File: src/rtl/riscv_mem_pkg.sv
// Shared types for the unified-memory arbiter:
// FSM state encoding and requester port ids.
package riscv_mem_pkg;

  typedef enum logic [1:0] {
    IDLE  = 2'd0,
    ISSUE = 2'd1,
    WAIT  = 2'd2,
    RESP  = 2'd3
  } arb_state_e;

  typedef enum logic {
    PORT_I = 1'b0,
    PORT_D = 1'b1
  } port_id_e;

endpackage

File: src/rtl/mem_timeout_counter.sv
// Counts WAIT cycles without a memory ack.
// Ports: clock/reset, clear_i, en_i, expired_o (high in the cycle
// whose increment would reach TIMEOUT).
module mem_timeout_counter #(
  parameter int unsigned TIMEOUT = 255
) (
  input  logic clock,
  input  logic reset,
  input  logic clear_i,
  input  logic en_i,
  output logic expired_o
);

  localparam int unsigned CW = $clog2(TIMEOUT + 1);

  logic [CW-1:0] cnt_q, cnt_d;

  assign expired_o = en_i && (cnt_q == CW'(TIMEOUT - 1));

  always_comb begin
    cnt_d = cnt_q;
    if (clear_i) begin
      cnt_d = '0;
    end else if (en_i && cnt_q != CW'(TIMEOUT)) begin
      cnt_d = cnt_q + CW'(1);
    end
  end

  always_ff @(posedge clock or posedge reset) begin
    if (reset) cnt_q <= '0;
    else       cnt_q <= cnt_d;
  end

endmodule

File: src/rtl/imem_dmem_arbiter.sv
// Arbitrates one single-ported memory between fetch (I) and data (D).
// Ports: if_* fetch, dm_* data, mem_* memory side, busy; all outputs registered.
module imem_dmem_arbiter
  import riscv_mem_pkg::*;
#(
  parameter int unsigned ADDR_W     = 64,
  parameter int unsigned DATA_W     = 64,
  parameter int unsigned STARVE_MAX = 4,
  parameter int unsigned TIMEOUT    = 255
) (
  input  logic              clock,
  input  logic              reset,
  input  logic              if_req,
  input  logic [ADDR_W-1:0] if_addr,
  output logic              if_ack,
  output logic [DATA_W-1:0] if_rdata,
  output logic              if_err,
  input  logic              dm_req,
  input  logic              dm_we,
  input  logic [ADDR_W-1:0] dm_addr,
  input  logic [DATA_W-1:0] dm_wdata,
  output logic              dm_ack,
  output logic [DATA_W-1:0] dm_rdata,
  output logic              dm_err,
  output logic              mem_req,
  output logic              mem_we,
  output logic [ADDR_W-1:0] mem_addr,
  output logic [DATA_W-1:0] mem_wdata,
  input  logic              mem_ack,
  input  logic [DATA_W-1:0] mem_rdata,
  output logic              busy
);

  localparam int unsigned SW = $clog2(STARVE_MAX + 1);
  localparam logic [SW-1:0] SMAX = SW'(STARVE_MAX);

  arb_state_e        state_q, state_d;
  port_id_e          port_q, port_d;
  logic              we_q, we_d;
  logic [ADDR_W-1:0] addr_q, addr_d;
  logic [DATA_W-1:0] wdata_q, wdata_d;
  logic [SW-1:0]     starve_cnt_q, starve_cnt_d;

  logic              resp_go;
  logic [DATA_W-1:0] resp_rdata;
  logic              resp_err;
  logic              to_clear;
  logic              to_en;
  logic              to_expired;

  logic              if_ack_q, dm_ack_q, if_err_q, dm_err_q;
  logic [DATA_W-1:0] if_rdata_q, dm_rdata_q;
  logic              mem_req_q, busy_q;

  assign to_clear = (state_q == ISSUE);
  assign to_en    = (state_q == WAIT) && !mem_ack;

  mem_timeout_counter #(
    .TIMEOUT(TIMEOUT)
  ) u_timeout (
    .clock    (clock),
    .reset    (reset),
    .clear_i  (to_clear),
    .en_i     (to_en),
    .expired_o(to_expired)
  );

  always_comb begin
    state_d      = state_q;
    port_d       = port_q;
    we_d         = we_q;
    addr_d       = addr_q;
    wdata_d      = wdata_q;
    starve_cnt_d = starve_cnt_q;
    resp_go      = 1'b0;
    resp_rdata   = '0;
    resp_err     = 1'b0;
    unique case (state_q)
      IDLE: begin
        // Fetch wins only when D is idle or fetch has been starved.
        if (if_req && (!dm_req || starve_cnt_q == SMAX)) begin
          port_d       = PORT_I;
          we_d         = 1'b0;
          addr_d       = if_addr;
          wdata_d      = '0;
          starve_cnt_d = '0;
          state_d      = ISSUE;
        end else if (dm_req) begin
          port_d  = PORT_D;
          we_d    = dm_we;
          addr_d  = dm_addr;
          wdata_d = dm_wdata;
          if (if_req && starve_cnt_q != SMAX) begin
            starve_cnt_d = starve_cnt_q + SW'(1);
          end
          state_d = ISSUE;
        end
      end
      ISSUE: state_d = WAIT;
      WAIT: begin
        if (mem_ack) begin
          resp_go    = 1'b1;
          resp_rdata = we_q ? '0 : mem_rdata;
          state_d    = RESP;
        end else if (to_expired) begin
          resp_go  = 1'b1;
          resp_err = 1'b1;
          state_d  = RESP;
        end
      end
      RESP: state_d = IDLE;
      default: state_d = IDLE;
    endcase
  end

  always_ff @(posedge clock or posedge reset) begin
    if (reset) begin
      state_q      <= IDLE;
      port_q       <= PORT_I;
      we_q         <= 1'b0;
      addr_q       <= '0;
      wdata_q      <= '0;
      starve_cnt_q <= '0;
      if_ack_q     <= 1'b0;
      dm_ack_q     <= 1'b0;
      if_err_q     <= 1'b0;
      dm_err_q     <= 1'b0;
      if_rdata_q   <= '0;
      dm_rdata_q   <= '0;
      mem_req_q    <= 1'b0;
      busy_q       <= 1'b0;
    end else begin
      state_q      <= state_d;
      port_q       <= port_d;
      we_q         <= we_d;
      addr_q       <= addr_d;
      wdata_q      <= wdata_d;
      starve_cnt_q <= starve_cnt_d;
      if_ack_q     <= resp_go && port_q == PORT_I;
      dm_ack_q     <= resp_go && port_q == PORT_D;
      if_err_q     <= resp_go && port_q == PORT_I && resp_err;
      dm_err_q     <= resp_go && port_q == PORT_D && resp_err;
      if_rdata_q   <= (resp_go && port_q == PORT_I) ? resp_rdata : '0;
      dm_rdata_q   <= (resp_go && port_q == PORT_D) ? resp_rdata : '0;
      mem_req_q    <= (state_d == ISSUE);
      busy_q       <= (state_d != IDLE);
    end
  end

  assign if_ack    = if_ack_q;
  assign if_err    = if_err_q;
  assign if_rdata  = if_rdata_q;
  assign dm_ack    = dm_ack_q;
  assign dm_err    = dm_err_q;
  assign dm_rdata  = dm_rdata_q;
  assign mem_req   = mem_req_q;
  assign mem_we    = we_q;
  assign mem_addr  = addr_q;
  assign mem_wdata = wdata_q;
  assign busy      = busy_q;

endmodule

File: config.mk
export PLATFORM = sky130hd
export DESIGN_NAME = imem_dmem_arbiter
export DESIGN_NICKNAME = d
export VERILOG_FILES = /design/src/rtl/riscv_mem_pkg.sv /design/src/rtl/mem_timeout_counter.sv /design/src/rtl/imem_dmem_arbiter.sv
export SDC_FILE = /design/constraint.sdc
export NUM_CORES = 1
export LEC_CHECK = 0
export CORE_AREA = 8 8 199 201
export DETAILED_ROUTE_END_ITERATION = 8
export DIE_AREA = 0 0 207 209
export GPL_TIMING_DRIVEN = 1
export HOLD_SLACK_MARGIN = 0.1
export PLACE_DENSITY = 0.64
export SLEW_MARGIN = 20
export SYNTH_ARGS = -nofsm -noshare
export SYNTH_HDL_FRONTEND = slang
export SYNTH_SLANG_ARGS = --single-unit
File: constraint.sdc
create_clock -name clock -period 9.9 [get_ports clock]
set_input_delay 2.475 -clock clock [delete_from_list [all_inputs] [get_ports clock]]
set_output_delay 2.475 -clock clock [all_outputs]
set_load 0.01 [all_outputs]
# After elaboration in Yosys (flattened, before gate mapping)
# Index checks and enable logic that the tools add are counted.
# W data, S select, Z words.
[classes]
n_addsub = 2
n_eq_ne = 8
mux = 28
bitwise_logic = 1
reduce_logical = 19
[op_table]
columns = ["operator", "n"]
rows = [
  ["$mux W64", 9],
  ["$mux W8", 2],
  ["$logic_and A1 B1 Y1", 9],
  ["$mux W1", 9],
  ["$mux W3", 3],
  ["$add A8 B1 Y8 const B", 1],
  ["$eq A8 B8 Y1 const B", 1],
  ["$mux W2", 4],
  ["$ne A8 B8 Y1 const B", 1],
  ["$pmux W2 S4", 1],
  ["$reduce_bool A2 Y1", 4],
  ["$eq A2 B1 Y1 const B", 2],
  ["$eq A2 B2 Y1 const B", 2],
  ["$add A3 B1 Y3 const B", 1],
  ["$eq A3 B3 Y1 const B", 1],
  ["$ne A3 B3 Y1 const B", 1],
  ["$reduce_and A3 Y1", 1],
  ["$logic_not A1 Y1", 2],
  ["$logic_not A2 Y1", 1],
  ["$reduce_and A2 Y1", 1],
  ["$logic_or A1 B1 Y1", 1],
  ["$not A1 Y1", 1],
]
[totals]
register_bits = 277
inputBits = 262
out_inout_bits = 263
wordCells = 73

# Longest topological paths before layout
# Gate-level depths: netlist (run 1).
[logic_depth]
ltp_word = 8
depth_mapped = 8
depth_no_buf = 6

# By module
# Synthesis (run 1) repeated with hierarchy kept, for this count alone.
[unflattened]
cells_unflattened = 1021
area_unflattened_um2 = 10764.1
[by_module_without_submodules]
columns = ["mod", "n_inst", "cells_each", "area_per_inst_um2", "seq_area_each_um2"]
rows = [
  ["imem_dmem_arbiter", 1, 971, 10321.1, 6731.5],
  ["mem_timeout_counter", 1, 50, 442.9, 200.2],
]

# Worst setup path after synthesis (run 1)
# No wires, ideal clock.
[synth_timing]
path_type = "input to register"
from = "input port dm_req"
to = "register addr_q[40] (netlist: mem_addr[40])"
setup_time_ns = 0.077
t_arrival_ns = 3.321
required_ns = 9.823
path_slack_ns = 6.501
cell_stages = 6
n_path_buf = 2
cell_sequence = "a21boi_2 -> nor2b_1 -> buf_2 -> buf_2 -> a21oi_1 -> a21oi_1"
[synth_via]
elab_chain_len = 5
word_cells_on_any_way = 6
cone_classes = "mux (1); reduce/logical (5)"
[synth_rtl]
columns = ["element", "line", "text"]
rows = [
  ["from (decl)", "imem_dmem_arbiter.sv:18", "input logic dm_req,"],
  ["$logic_not A1 Y1", "imem_dmem_arbiter.sv:81", "if (if_req && (!dm_req || starve_cnt_q == SMAX)) begin"],
  ["$logic_or A1 B1 Y1", "imem_dmem_arbiter.sv:81", ""],
  ["$logic_and A1 B1 Y1", "imem_dmem_arbiter.sv:81", ""],
  ["$reduce_bool A2 Y1 (no source line)", "-", ""],
  ["$reduce_and A2 Y1 (no source line)", "-", ""],
  ["to (signal assigned)", "imem_dmem_arbiter.sv:136", "addr_q <= addr_d;"],
  ["to (decl)", "imem_dmem_arbiter.sv:40", "logic [ADDR_W-1:0] addr_q, addr_d;"],
]
# Parallel ways exist; a longest one is shown, timed or not.
# A chain may end at the register's enable or synchronous reset.

# Final worst setup path (run 1)
[layout_timing]
from = "input port if_req"
to = "register addr_q[8] (netlist: mem_addr[8])"
[layout_via]
elab_chain_len = 3
word_cells_on_any_way = 4
cone_classes = "mux (1); reduce/logical (3)"
[layout_rtl]
columns = ["element", "line", "text"]
rows = [
  ["from (decl)", "imem_dmem_arbiter.sv:13", "input logic if_req,"],
  ["$logic_and A1 B1 Y1 *", "imem_dmem_arbiter.sv:81", ""],
  ["$reduce_bool A2 Y1 (no source line)", "-", ""],
  ["$reduce_and A2 Y1 (no source line)", "-", ""],
]
# Every way passes the cells marked *; elsewhere a longest branch is shown, timed or not.

==> results of run 1 <==
==> state kept, by name, indices dropped and copies added (netlist names), 2 cells and up <==
register,flops
starve_cnt_q,3
u_timeout.cnt_q,8
if_rdata,64
mem_addr,64
dm_rdata,64
state_q,2
mem_wdata,64
==> cells in the final DEF, fill, tap and decap left out, types with 4 or more instances in the layout <==
master	count
sky130_fd_sc_hd__o21ai_0	5
sky130_fd_sc_hd__clkinv_2	4
sky130_fd_sc_hd__nand3_1	70
sky130_fd_sc_hd__a31oi_1	4
sky130_fd_sc_hd__dfrtp_1	277
sky130_fd_sc_hd__clkbuf_1	6
sky130_fd_sc_hd__inv_1	7
sky130_fd_sc_hd__nand2_1	203
sky130_fd_sc_hd__a21oi_1	128
sky130_fd_sc_hd__nor3_1	5
sky130_fd_sc_hd__clkdlybuf4s50_1	524
sky130_fd_sc_hd__buf_4	7
sky130_fd_sc_hd__nor2_1	75
sky130_fd_sc_hd__and3_1	4
sky130_fd_sc_hd__clkbuf_16	37
sky130_fd_sc_hd__clkbuf_8	9
sky130_fd_sc_hd__and2_1	128
sky130_fd_sc_hd__ha_1	7
==> layout make-up <==
class | instances | area, sq um | area share
multi-input cells | 656 | 3280 | 0.190
clock buffers | 52 | 1070 | 0.0619
well taps | 468 | 586 | 0.0338
repair buffers | 534 | 5330 | 0.308
inverters | 8 | 33.8 | 0.00195
clock inverters | 8 | 75.1 | 0.00433
flip-flops and latches | 277 | 6930 | 0.400
diodes | 3 | 7.51 | 0.000433
==> kinds of logic (layout without fill, tap and decap cells) <==
family | count (synthesis) | in the layout | share of synthesized area
AOI/OAI and AO/OA | 146 | 146 | 0.0732
xor gates and xnor gates | 3 | 3 | 0.00250
adders and majority gates | 7 | 7 | 0.00833
buffers and inverters | 71 | 602 | 0.0311
DFF | 277 | 277 | 0.660
muxes | 1 | 1 | 0.000953
other | 0 | 3 | 0
and+or+nand+nor | 499 | 499 | 0.224
==> final timing paths <==
kind                         startpoint           end  slack (ps)
min                        mem_wdata[5]  mem_wdata[5]         460
max in group asynchronous         reset  mem_addr[48]        6050
min reg2reg                mem_wdata[5]  mem_wdata[5]         460
max reg2reg                  state_q[0]   mem_addr[8]        6730
max                              if_req   mem_addr[8]        4880
min in group asynchronous         reset  dm_rdata[59]        2520
==> power breakdown <==
part / internal [mW] / leakage, nW / switching, mW
clock network: 0.773 / 0.566 / 0.476
logic: 0.787 / 3.72 / 0.827
registers: 1.43 / 3.59 / 0.160
total: 2.99 / 7.87 / 1.46
==> layer usage <==
layer  share of wire  track usage  routed length, um  vias to the layer above
met5          0.0018            0                 77                        -
met4           0.026       0.0599               1090                       12
met3            0.12       0.0931               4810                       74
met2            0.48        0.313              20100                      408
met1            0.37        0.205              15600                     4487
li1                -            -                  -                     4272
==> critical path: cells and delay by family <==
kind | cells | cell delay (ps)
AO/OA/AOI/OAI | 1 | 180
buffers and inverters | 2 | 1590
AND/OR/NAND/NOR | 3 | 1110
==> per-stage QoR <==
stage	cell area, sq um	setup WS [ps]	power, mW	hold slack, ps	util
floorplan	10500	3760	2.31	474	-
finish	17300	4880	4.46	462	0.478
CTS	17300	4890	4.54	468	0.477
global route	17300	4740	4.71	483	0.478
detailed placement	16200	4350	3.26	455	0.446
global placement	16200	4410	3.22	449	0.446
==> cell usage after synthesis (all sizes together) (6+ instances only) <==
| cell | count |
|---|---|
| dfrtp | 277 |
| nand2 | 203 |
| a21oi | 128 |
| and2 | 128 |
| nor2 | 75 |
| nand3 | 70 |
| buf | 39 |
| clkbuf | 24 |
| inv | 8 |
| ha | 7 |
| nor3 | 7 |
| o21ai | 6 |
==> Flow_metrics.wiki, run 1 <==
{| class="wikitable"
! Metric !! Value
|-
| Ports placed on the boundary || 525
|-
| Initial antenna violation count || 8
|-
| Number of filler cells placed in the layout || 3,412
|-
| Clk buf depth || 3
|-
| Number of pins exceeding their max-slew limit in the final report || 0
|-
| Half-perimeter wire length after placement || 30.7 mm
|-
| Clock tree root driver cell || sky130_fd_sc_hd__clkbuf_16
|-
| Post CTS Setup Buffer Count || 0
|-
| Number of clock buffers inserted by TritonCTS || 34
|-
| Library cell with the largest summed area after synthesis || sky130_fd_sc_hd__dfrtp_1
|-
| Num rows || 70
|-
| Sinks on the clock net || 277
|-
| Die ar. || 0.0433 sq mm
|-
| Kind of critical path || in2reg
|-
| Number of enable-type register cells in the synthesized netlist || 0
|-
| Proportion of synthesized flip-flops having asynchronous set or reset || 1.00
|-
| Hold Path Cell Cnt || 2
|-
| Post-detailed-routing wire length || 41.6 mm
|-
| Final Wtd Congestion || 0.892
|-
| Average wire length per cell after detail routing || 20.8 um
|-
| Final setup violation count || 0
|-
| Transition time of the tightest slew-check pin || 1140 ps
|-
| H-tree levels || 2
|-
| Syn_nets || 1,273
|-
| CTS-repair resized insts || 0
|-
| Summed negative setup slack over all endpoints || 0 ps
|-
| Synthesized area divided by synthesized cell count || 10.5 sq um
|-
| WP data required || 10,330 ps
|-
| Crit path launch type || input port
|-
| Synthesized cell area || 0.0105 sq mm
|-
| CP cell instances || clkdlybuf4s50_1 -> nor2_1 -> nor2b_4 -> buf_4 -> nor2_1 -> a21oi_1
|-
| Placeable core area || 0.0363 sq mm
|-
| CTS tree || yes
|-
| Final std cells w/o fill || 2,006
|-
| Area fraction of the dominant cell type after synthesis || 0.660
|-
| Area Overhead vs Synth || 64.8%
|-
| Inst Count DP || 1,943
|-
| Highest net fanout along the worst path || 91
|-
| Die outline width || 207 um
|-
| Final-stage net count || 1,780
|-
| Layout cell share with drive strength beyond 1 || 0.0482
|-
| Dominant cells by area after synthesis || sky130_fd_sc_hd__dfrtp_1 66%, sky130_fd_sc_hd__and2_1 7.6%, sky130_fd_sc_hd__nand2_1 7.3%, sky130_fd_sc_hd__a21oi_1 6.1%, sky130_fd_sc_hd__nand3_1 3.3%
|-
| Number of cells traversed by the worst register-to-register path || 6
|-
| Minimum period implied by the final worst setup slack || 5020 ps
|-
| Count of final hold-check violations || 0
|-
| Run status || completed
|-
| Largest stage delay, worst path || 900 ps
|-
| Routed via count || 9,253
|-
| Crit path capture type || flip-flop
|-
| DR vias/cell || 4.61
|-
| Reported leakage power || 7.87 nW
|-
| All-layer global routing usage || 0.186
|-
| Worst-case headroom to the max-slew limit || 0.239
|-
| Top_reg_cell synth || sky130_fd_sc_hd__dfrtp_1
|-
| Top achievable clock speed || 199 MHz
|-
| Vias in the first global route || 9,688
|-
| Initial Utilization || 0.290
|-
| Most frequent CP cell || sky130_fd_sc_hd__nor2_1
|-
| Post-Syn Instances || 1,004
|-
| Sum of overflow across all layers after global routing || 0
|-
| Unique masters post-synth || 35
|-
| Period Utilization, post-route || 0.507
|-
| Maximum number of pins on one net before global-route repair || 107
|-
| Residual DRC count || 0
|-
| Clock network latency to the later pin of the worst-skew pair || 520 ps
|-
| Post-DRT Antenna Nets || 0
|-
| Flip-flop and latch count after synthesis || 277
|-
| First drt pass iteration count || 4
|-
| Number of DRC markers in iteration 0 || 518
|-
| Maximum VDD drop || 0.130 mV
|-
| RSZ-0062 raised after global routing || false
|-
| Fraction of the yosys area taken by sequential cells || 0.660
|-
| Quantity of hold-fixing buffers added after cts || 0
|-
| Areal power density over the cells || 257 mW/mm^2
|-
| Number of max-cap violations || 0
|-
| Cell with the largest stage delay on the worst path || sky130_fd_sc_hd__buf_4
|-
| Arrival time of the worst setup path || 5450 ps
|-
| Warning count from the yosys run || 0
|-
| CTS clock-pin slew for the worst setup and hold paths || 50 ps
|-
| Die Y || 209 um
|-
| Clock Skew || 8.85 ps
|-
| IO Port Bufs || 524
|-
| Type of the most critical hold path || reg2reg
|-
| Global-route wire length before repair || 62.4 mm
|}
Note: power is estimated with default switching activity, not from simulation.
==> run 2, diff against run 1 <==
==> constraint.sdc (replaced) <==
create_clock -name clock -period 4.05 [get_ports clock]
set_input_delay 1.0125 -clock clock [delete_from_list [all_inputs] [get_ports clock]]
set_output_delay 1.0125 -clock clock [all_outputs]
set_load 0.01 [all_outputs]
==> run 2 against run 1 <==
Against the previous run:
- register-to-register slack got worse by 4800 ps
- final cell count about the same
- clock-buffer cell count is the same
- power increased by 140%
- clock skew increased by 6.0 ps
- non-clock buffer count increased by 6
- critical path type is now reg2out
- highest routed layer unchanged
==> Flow_metrics.wiki, run 2 (synthesis gave the netlist of run 1 again) <==
{| class="wikitable"
! Metric !! Value
|-
| Clock Skew || 14.9 ps (+6.02 ps)
|-
| Worst-case headroom to the max-slew limit || 0.569 (+0.331)
|-
| H-tree levels || 1 (-1)
|-
| Final setup violation count || 0 (unchanged)
|-
| Area Overhead vs Synth || 64.1%
|-
| DR vias/cell || 4.60 (-0.30%)
|-
| IO Port Bufs || 524 (unchanged)
|-
| Largest stage delay, worst path || 610 ps (-290 ps)
|-
| All-layer global routing usage || 0.187 (about the same)
|-
| Vias in the first global route || 9,665 (-0.24%)
|-
| WP data required || 3040 ps (-7290 ps)
|-
| Post CTS Setup Buffer Count || 0 (unchanged)
|-
| Sum of overflow across all layers after global routing || 0 (unchanged)
|-
| Internal power || 7.00 mW (+130%)
|-
| Crit path launch type || flip-flop
|-
| Die ar. || 0.0433 sq mm (unchanged)
|-
| Commonest cells after routing, fill and taps aside || 524 x sky130_fd_sc_hd__clkdlybuf4s50_1, 277 x sky130_fd_sc_hd__dfrtp_1, 203 x sky130_fd_sc_hd__nand2_1
|-
| CTS clock-pin slew for the worst setup and hold paths || 60 ps (about the same)
|-
| Layout cell share with drive strength beyond 1 || 0.0448 (-0.00337)
|-
| Num rows || 70 (unchanged)
|-
| Number of cells traversed by the worst register-to-register path || 6 (unchanged)
|-
| RSZ-0062 raised after global routing || false
|-
| First drt pass iteration count || 5 (+1)
|-
| CP cell instances || clkdlybuf4s50_1
|-
| Routed via count || 9,234 (-0.21%)
|-
| Hold Path Cell Cnt || 2 (unchanged)
|-
| CTS tree || yes
|-
| Most common cell after layout, fill and taps aside || sky130_fd_sc_hd__clkdlybuf4s50_1
|-
| Initial antenna violation count || 5 (-3)
|-
| Buffers and inverters on the worst path || 1 (-1)
|-
| Number of clock buffers inserted by TritonCTS || 31 (-8.8%)
|-
| Placeable core area || 0.0363 sq mm (unchanged)
|-
| Arrival time of the worst setup path || 1730 ps (-3720 ps)
|-
| Post-DRT Antenna Nets || 0 (unchanged)
|-
| Top achievable clock speed || 365 MHz
|-
| Clock tree root driver cell || sky130_fd_sc_hd__clkbuf_16
|-
| Ports placed on the boundary || 525 (unchanged)
|-
| Areal power density over the cells || 615 mW/mm^2 (+140%)
|-
| Crit path capture type || output pin
|-
| Die Y || 209 um (unchanged)
|-
| Final setup slack of the worst path || 1310 ps (-3570 ps)
|-
| Average wire length per cell after detail routing || 20.7 um (about the same)
|-
| Global-route wire length before repair || 62.7 mm (+0.56%)
|-
| Residual DRC count || 0 (unchanged)
|-
| Count of final hold-check violations || 0 (unchanged)
|-
| Cell with the largest stage delay on the worst path || sky130_fd_sc_hd__clkdlybuf4s50_1
|-
| Final Wtd Congestion || 0.862 (-3.4%)
|-
| Run status || completed
|-
| Final std cells w/o fill || 2,008 (+0.10%)
|-
| Number of max-cap violations || 0 (unchanged)
|-
| Half-perimeter wire length after placement || 31.3 mm (+2.1%)
|-
| Die outline width || 207 um (unchanged)
|-
| Part of the total power dissipated in the clock network || 0.253 (-0.027)
|-
| Reported leakage power || 7.82 nW (-0.56%)
|-
| Fraction of power spent switching nets || 0.341 (+0.0123)
|-
| Worst slack after detailed placement || 937 ps (-3410 ps)
|-
| Post-detailed-routing wire length || 41.6 mm (about the same)
|-
| Kind of cell with the highest combined delay on the critical path || buffers and inverters
|-
| Minimum period implied by the final worst setup slack || 2740 ps
|-
| Clock network latency to the later pin of the worst-skew pair || 580 ps (+60 ps)
|-
| Maximum number of pins on one net before global-route repair || 102 (-4.7%)
|-
| Type of the most critical hold path || reg2reg
|-
| Kind of critical path || reg2out
|-
| Period Utilization, post-route || 0.677
|-
| Number of DRC markers in iteration 0 || 415 (-20%)
|-
| Initial Utilization || 0.290 (unchanged)
|-
| Worst path depth || 1 (-5)
|-
| Number of pins exceeding their max-slew limit in the final report || 0 (unchanged)
|-
| CTS-repair resized insts || 0 (unchanged)
|-
| Combinational cell fraction of total power || 0.379 (+0.017)
|-
| Highest net fanout along the worst path || 4 (-96%)
|-
| Sinks on the clock net || 277 (unchanged)
|-
| Maximum VDD drop || 0.341 mV (+160%)
|-
| Final-stage net count || 1,783 (+0.17%)
|-
| Transition time of the tightest slew-check pin || 644 ps (-497 ps)
|-
| Inst Count DP || 1,949 (+0.31%)
|-
| Total net switching power || 3.61 mW (+150%)
|-
| Clk buf depth || 3 (unchanged)
|-
| Quantity of hold-fixing buffers added after cts || 0 (unchanged)
|-
| Power share of the sequential group || 0.368 (+0.010)
|}
[run 2: cell count changes in the layout (fill, tap and decap cells not counted), sizes merged]
cell	change
diode	-2
bufinv	-1
inv	+1
clkinv	-2
buf	+6
[run 2: final cells by class]
type,instances,area [sq um]
Multi-Input combinational cell,656,3280
Clock inverter,6,51.3
Tap cell,468,586
Sequential cell,277,6930
Antenna cell,1,2.50
Clock buffer,52,915
Fill cell,3326,19000
Inverter,8,33.8
Timing Repair Buffer,540,5440
[run 2: stage by stage]
step / setup TNS [ps] / hold slack, ps / instance area (sq um) / total power [mW] / utilization
6_report: 0 / 465 / 17200 / 10.6 / 0.476
5_1_grt: 0 / 485 / 17200 / 11.2 / 0.476
4_1_cts: 0 / 468 / 17200 / 10.8 / 0.475
3_5_place_dp: 0 / 455 / 16300 / 8.04 / 0.449
3_3_place_gp: 0 / 450 / 16300 / 7.95 / 0.449
2_1_floorplan: -173920 / 474 / 10500 / 5.64 / -
[run 2: final timing paths]
check	from	slack (ps)	to
worst max-delay path	mem_we	1310	mem_we
worst min-delay path	mem_wdata[32]	460	mem_wdata[32]
worst max register to register	state_q[1]	1900	mem_wdata[9]
worst min register to register	mem_wdata[32]	460	mem_wdata[32]
max in group asynchronous	reset	2460	u_timeout.cnt_q[4]
min in group asynchronous	reset	800	if_rdata[37]
[run 2: per-layer routing]
metal  GRT usage  part of all wire  up-vias
met5           0           0.00091        -
met4      0.0500             0.029        6
met3      0.0947              0.12       58
met2       0.313              0.48      433
met1       0.208              0.37     4462
li1            -                 -     4275
[run 2: power by group through the flow]
stage / Clock [mW] / Combinational [mW] / Sequential (mW)
after floorplan: 0 / 1.40 / 4.24
after global placement: 0 / 4.04 / 3.91
after detailed placement: 0 / 4.10 / 3.95
after CTS: 2.77 / 4.11 / 3.90
after global routing: 2.88 / 4.37 / 3.98
final: 2.68 / 4.02 / 3.90
